$ cat config.mk
export PLATFORM = sky130hd
export DESIGN_NAME = mc_main_control
export DESIGN_NICKNAME = d
export VERILOG_FILES = /design/src/rtl/mc_main_control.sv
export SDC_FILE = /design/constraint.sdc
export NUM_CORES = 1
export LEC_CHECK = 0
export BUFFER_PORTS_ARGS = -buffer_cell sky130_fd_sc_hd__buf_4
export CELL_PAD_IN_SITES_DETAIL_PLACEMENT = 0
export CELL_PAD_IN_SITES_GLOBAL_PLACEMENT = 2
export CORE_MARGIN = 2
export CORE_UTILIZATION = 29
export CTS_BUF_LIST = sky130_fd_sc_hd__clkbuf_8
export CTS_CLUSTER_DIAMETER = 30
export CTS_CLUSTER_SIZE = 20
export DETAILED_ROUTE_END_ITERATION = 10
export PLACE_DENSITY_LB_ADDON = 0.08
export SETUP_SLACK_MARGIN = 0.5
export SKIP_LAST_GASP = 1
export SYNTH_ARGS = -nofsm -noshare
export SYNTH_HDL_FRONTEND = slang
export SYNTH_SLANG_ARGS = --single-unit
$ cat constraint.sdc
create_clock -name clk -period 2.2 [get_ports clk]
set_input_delay 0.22 -clock clk [delete_from_list [all_inputs] [get_ports clk]]
set_output_delay 0.22 -clock clk [all_outputs]
set_load 0.03 [all_outputs]
$ cat src/rtl/mc_main_control.sv
// Multicycle MIPS main control FSM: opcode decode into per-state datapath enables,
// with memory-state stretching on mem_ready and a wait-cycle timeout abort.
module mc_main_control #(
    parameter int unsigned MEM_TIMEOUT = 255
) (
    input  logic       clk,
    input  logic       reset,
    input  logic [5:0] opcode,
    input  logic       mem_ready,
    output logic       pc_write,
    output logic       pc_write_cond,
    output logic       iord,
    output logic       mem_read,
    output logic       mem_write,
    output logic       ir_write,
    output logic       reg_dst,
    output logic       mem_to_reg,
    output logic       reg_write,
    output logic       alu_src_a,
    output logic [1:0] alu_src_b,
    output logic [1:0] pc_src,
    output logic [2:0] alu_op,
    output logic [3:0] state,
    output logic       illegal_op,
    output logic       mem_timeout
);

    localparam int unsigned CNT_W = (MEM_TIMEOUT > 255) ? $clog2(MEM_TIMEOUT + 1) : 8;

    localparam logic [5:0] OP_RTYPE = 6'b000000;
    localparam logic [5:0] OP_LW    = 6'b100011;
    localparam logic [5:0] OP_SW    = 6'b101011;
    localparam logic [5:0] OP_BEQ   = 6'b000100;
    localparam logic [5:0] OP_ADDI  = 6'b001000;
    localparam logic [5:0] OP_J     = 6'b000010;

    localparam logic [2:0] ALU_ADD   = 3'b000;
    localparam logic [2:0] ALU_SUB   = 3'b001;
    localparam logic [2:0] ALU_FUNCT = 3'b010;

    typedef enum logic [3:0] {
        S_RST    = 4'd0,
        S_FETCH  = 4'd1,
        S_DECODE = 4'd2,
        S_MEMADR = 4'd3,
        S_MEMRD  = 4'd4,
        S_MEMWB  = 4'd5,
        S_MEMWR  = 4'd6,
        S_EXEC   = 4'd7,
        S_ALUWB  = 4'd8,
        S_BRANCH = 4'd9,
        S_ADDIEX = 4'd10,
        S_ADDIWB = 4'd11,
        S_JUMP   = 4'd12
    } state_t;

    // Datapath control word driven out of the per-state decode
    typedef struct packed {
        logic       pc_write;
        logic       pc_write_cond;
        logic       iord;
        logic       mem_read;
        logic       mem_write;
        logic       ir_write;
        logic       reg_dst;
        logic       mem_to_reg;
        logic       reg_write;
        logic       alu_src_a;
        logic [1:0] alu_src_b;
        logic [1:0] pc_src;
        logic [2:0] alu_op;
    } ctrl_t;

    state_t           state_q;
    state_t           state_d;
    logic [CNT_W-1:0] wait_cnt;
    logic             mem_wait;
    logic             wait_hit;
    logic             illegal_d;
    logic             timeout_d;
    logic             illegal_q;
    logic             timeout_q;
    ctrl_t            ctrl;

    assign mem_wait = ((state_q == S_FETCH) || (state_q == S_MEMRD) || (state_q == S_MEMWR))
                      && !mem_ready;
    // A completing access on the limit cycle wins over the timeout
    assign wait_hit = (MEM_TIMEOUT != 32'd0) && (wait_cnt == CNT_W'(MEM_TIMEOUT)) && mem_wait;

    // State register
    always_ff @(posedge clk or posedge reset) begin
        if (reset) begin
            state_q <= S_RST;
        end else begin
            state_q <= state_d;
        end
    end

    // Next-state logic and pulse triggers
    always_comb begin
        state_d   = state_q;
        illegal_d = 1'b0;
        timeout_d = 1'b0;
        case (state_q)
            S_RST: state_d = S_FETCH;
            S_FETCH: begin
                if (mem_ready) begin
                    state_d = S_DECODE;
                end else if (wait_hit) begin
                    state_d   = S_FETCH;
                    timeout_d = 1'b1;
                end
            end
            S_DECODE: begin
                case (opcode)
                    OP_LW, OP_SW: state_d = S_MEMADR;
                    OP_RTYPE:     state_d = S_EXEC;
                    OP_BEQ:       state_d = S_BRANCH;
                    OP_ADDI:      state_d = S_ADDIEX;
                    OP_J:         state_d = S_JUMP;
                    default: begin
                        state_d   = S_FETCH;
                        illegal_d = 1'b1;
                    end
                endcase
            end
            S_MEMADR: state_d = (opcode == OP_LW) ? S_MEMRD : S_MEMWR;
            S_MEMRD: begin
                if (mem_ready) begin
                    state_d = S_MEMWB;
                end else if (wait_hit) begin
                    state_d   = S_FETCH;
                    timeout_d = 1'b1;
                end
            end
            S_MEMWR: begin
                if (mem_ready) begin
                    state_d = S_FETCH;
                end else if (wait_hit) begin
                    state_d   = S_FETCH;
                    timeout_d = 1'b1;
                end
            end
            S_MEMWB, S_ALUWB, S_ADDIWB, S_BRANCH, S_JUMP: state_d = S_FETCH;
            S_EXEC:   state_d = S_ALUWB;
            S_ADDIEX: state_d = S_ADDIWB;
            default:  state_d = S_FETCH;
        endcase
    end

    // Saturating wait counter; a FETCH timeout re-enters FETCH so it clears explicitly
    always_ff @(posedge clk or posedge reset) begin
        if (reset) begin
            wait_cnt <= '0;
        end else if ((state_d != state_q) || timeout_d) begin
            wait_cnt <= '0;
        end else if (mem_wait && (wait_cnt != {CNT_W{1'b1}})) begin
            wait_cnt <= wait_cnt + CNT_W'(1);
        end
    end

    // Registered status pulses, visible the cycle after their trigger
    always_ff @(posedge clk or posedge reset) begin
        if (reset) begin
            illegal_q <= 1'b0;
            timeout_q <= 1'b0;
        end else begin
            illegal_q <= illegal_d;
            timeout_q <= timeout_d;
        end
    end

    // Moore decode of datapath enables from the current state
    always_comb begin
        ctrl = '0;
        case (state_q)
            S_FETCH: begin
                ctrl.mem_read  = 1'b1;
                ctrl.alu_src_b = 2'b01;
                ctrl.alu_op    = ALU_ADD;
                ctrl.ir_write  = mem_ready;
                ctrl.pc_write  = mem_ready;
            end
            S_DECODE: begin
                ctrl.alu_src_b = 2'b11;
                ctrl.alu_op    = ALU_ADD;
            end
            S_MEMADR, S_ADDIEX: begin
                ctrl.alu_src_a = 1'b1;
                ctrl.alu_src_b = 2'b10;
                ctrl.alu_op    = ALU_ADD;
            end
            S_MEMRD: begin
                ctrl.iord     = 1'b1;
                ctrl.mem_read = 1'b1;
            end
            S_MEMWR: begin
                ctrl.iord      = 1'b1;
                ctrl.mem_write = 1'b1;
            end
            S_MEMWB: begin
                ctrl.mem_to_reg = 1'b1;
                ctrl.reg_write  = 1'b1;
            end
            S_ALUWB: begin
                ctrl.reg_dst   = 1'b1;
                ctrl.reg_write = 1'b1;
            end
            S_ADDIWB: ctrl.reg_write = 1'b1;
            S_EXEC: begin
                ctrl.alu_src_a = 1'b1;
                ctrl.alu_op    = ALU_FUNCT;
            end
            S_BRANCH: begin
                ctrl.alu_src_a     = 1'b1;
                ctrl.alu_op        = ALU_SUB;
                ctrl.pc_write_cond = 1'b1;
                ctrl.pc_src        = 2'b01;
            end
            S_JUMP: begin
                ctrl.pc_write = 1'b1;
                ctrl.pc_src   = 2'b10;
            end
            default: ctrl = '0;
        endcase
    end

    assign pc_write      = ctrl.pc_write;
    assign pc_write_cond = ctrl.pc_write_cond;
    assign iord          = ctrl.iord;
    assign mem_read      = ctrl.mem_read;
    assign mem_write     = ctrl.mem_write;
    assign ir_write      = ctrl.ir_write;
    assign reg_dst       = ctrl.reg_dst;
    assign mem_to_reg    = ctrl.mem_to_reg;
    assign reg_write     = ctrl.reg_write;
    assign alu_src_a     = ctrl.alu_src_a;
    assign alu_src_b     = ctrl.alu_src_b;
    assign pc_src        = ctrl.pc_src;
    assign alu_op        = ctrl.alu_op;
    assign state         = 4'(state_q);
    assign illegal_op    = illegal_q;
    assign mem_timeout   = timeout_q;

endmodule

==> key figures <==
Setup path
  – Crit path max fanout: 3
  – Crit end category: flip-flop
  – Most used cell, CP: and4_4
  – CP Launch Type: flip-flop
  – Reg-to-Reg Start: wait_cnt[1]
  – Slowest stage delay, CP: 0.39 ns
  – CP Launch Point: wait_cnt[1]
  – Kind of critical path: reg2reg
  – CP endpoint: wait_cnt[0]
  – Worst EP arrival: 1.91 ns
  – Cell breakdown of the critical path: ha_2 > and4_4 > and4_4 > a2111oi_4 > o211ai_4 > nor4b_2
  – Req. time, crit path: 2.35 ns
  – RR Endpoint: wait_cnt[0]
  – CP max-delay cell: dfrtp_1
  – Reg-to-reg setup timing slack: 0.44 ns
  – R2R depth: 6

GRT
  – Largest net degree at the start of global routing: 15
  – Aggregate global-route resource usage: 17.1%
  – Grt ovf: 0
  – First-pass GRT wire length: 5460 µm
  – Vias in the first global route: 1,206
  – Initial antenna violation count: 0

Timing
  – Setup clock skew after layout: 0.000912 ns
  – TNS Setup: 0 ns
  – Final Slew Violations: 0
  – Final period util: 80.2%
  – Final WS setup: 0.435 ns
  – Final setup viols: 0
  – RSZ-0062 raised after global routing: true
  – Fin crit period: 1.76 ns
  – Final hold vios: 0
  – Tightest Pin Transition: 0.572 ns
  – Max Fclk: 0.567 GHz
  – Worst rel slew slack: 61.9%

Placement
  – Final GP Congestion: 0.770
  – DP Wirelength: 2320 µm
  – Pre-CTS setup slack: 0.372 ns
  – Port bufs: 30
  – Cell count after placement: 206

Clock tree
  – CTS tree: yes
  – Reg clk slew, reported paths: 0.06 ns
  – Num CTS Buffers: 3
  – Clk Latency, worst-skew pair: 0.24 ns
  – Clk buf depth: 2
  – CTS Root Cell: clkbuf_8
  – # H-tree levels: 1
  – # clock sinks: 14

Yosys
  – Synth Flop Type: dfrtp_1
  – Seq/Total Area, Yosys: 33.5%
  – Post-synth EDFFs: 0
  – Synth warnings: 0
  – Synth top area share: 33.5%
  – Area contributors post-synth: dfrtp_1 34%, nor2_1 7.9%, nand2_1 5.0%
  – Area leader, netlist: dfrtp_1
  – Synth Net Count: 142
  – Number of distinct library cells after synthesis: 39
  – Post-synthesis register bit count: 14
  – Async S/R FF share, synth: 100%
  – Post-Synthesis Cell Area: 1040 µm²
  – Synth Instances: 132
  – Syn_area_per_cell: 7.91 µm²

Outcome
  – Status: completed

Power
  – Switching share of total power: 46.8%
  – Clk pwr share: 11.9%
  – Flop pwr share: 17.6%
  – Comb power frac: 70.5%
  – Power, Total: 2110 µW
  – Power Density: 1220 nW/µm²
  – Static Leak: 0.000762 µW
  – Total internal power: 1120 µW
  – Maximum vdd drop: 0.000661 V
  – Psw: 988 µW

Floorplan
  – Die span in x: 64.0 µm
  – DIE AREA: 4100 µm²
  – Area of the core: 3390 µm²
  – Chip height: 64.0 µm
  – Initial core utilization: 30.8%
  – Io pins: 32
  – # rows: 21

Run
  – Max Cap Viol: 0

Routing
  – WL/cell: 14.9 µm
  – # DRC: 0
  – Via-per-instance ratio: 5.19
  – Initial DRC Count: 48
  – Total routed wirelength: 3420 µm
  – Detail Route Antenna Nets: 0
  – First-pass iteration count of the detailed router: 4
  – Vias: 1,193

Final layout
  – P&R area growth vs syn: 65.4%
  – Layout cell share with drive strength beyond 1: 51.6%
  – Most frequent cells in the layout: 51 x buf_4, 14 x nor2_1, 13 x nand2_1, 10 x dfrtp_1, 8 x o21ai_0
  – # fillers: 336
  – Number of diodes: 0
  – Most common cell after layout, fill and taps aside: buf_4
  – Finished Layout Cells: 230
  – Final nets: 195

Min path
  – Worst hold-check path type: in2async
-- worst min path at each step --
stage / end / depth (start not counted)
5_1_grt: illegal_op / 2
6_report: illegal_op / 2
4_1_cts: state[3] / 2
3_5_place_dp: illegal_op / 2
3_3_place_gp: illegal_op / 2
2_1_floorplan: illegal_op / 1
-- cell type report --
cell class                      instances  area [µm²]  share of cell area, %
Inverter                                4        15.0                  0.869
Sequential cell                        14         358                   20.7
Tap cell                               46        57.6                   3.33
Timing Repair Buffer                   55         437                   25.3
Multi-Input combinational cell        107         806                   46.6
Clock buffer                            4        55.1                   3.19
-- critical path: cells and delay by family (launching register included) --
kind / cells / cell delay [ns]
flops: 1 / 0.39
compound gates: 2 / 0.41
simple gates: 3 / 0.65
fa+ha+maj: 1 / 0.20
-- power groups by stage --
stage               Clock [µW]  Sequential [µW]  Combinational [µW]
global route               274              376                1590
CTS                        261              371                1380
global placement             0              415                1070
floorplan                    0              426                 690
finish                     251              372                1490
detailed placement           0              416                1060
-- cell families (layout without fill, tap and decap cells) --
logic type	after synthesis	after routing	synth area share, %
simple gates	69	69	32.8
compound gates	28	28	20.6
flops	14	14	33.5
buf+inv	11	63	4.67
xor+xnor	7	7	5.87
fa+ha+maj	1	1	1.20
other cells	1	1	0.359
mux	1	1	0.958
-- cell usage after synthesis (2+ instances only) --
library cell  count
nor2_1           22
dfrtp_1          14
nand2_1          14
nand3_1           9
o21ai_0           9
nor3_1            6
clkbuf_1          5
inv_1             4
nand2b_1          4
xor2_1            4
a21boi_0          3
a21oi_1           3
a31oi_1           3
nor4_1            3
xnor2_1           3
buf_4             2
o22ai_1           2
-- state kept, by name (all words and copies together) (netlist names) --
signal / count
wait_cnt: 8
state: 4
mem_timeout: 1
illegal_op: 1
-- metrics by stage --
stage / area (µm²) / utilization [%] / hold slack [ns]
5_1_grt: 1730 / 51.0 / 0.0710
3_3_place_gp: 1390 / 40.9 / 0.314
6_report: 1730 / 51.0 / 0.0343
4_1_cts: 1640 / 48.4 / 0.0471
3_5_place_dp: 1390 / 40.9 / 0.313
2_1_floorplan: 1110 / - / 0.109
-- routing by layer --
layer	share of wire, %	global-route usage, %
met5	0	0
met1	40	17.9
met4	1.1	6.79
met3	4.8	3.35
met2	54	32.9
-- what timing repair did --
item,CTS,global route
hold buffers,0,0
resized for setup,22,11
pin swaps,10,3
setup buffers,15,5
endpoints found under the setup margin,15,12
endpoints found under the hold margin,0,0
(Power assumes the default switching activity.)
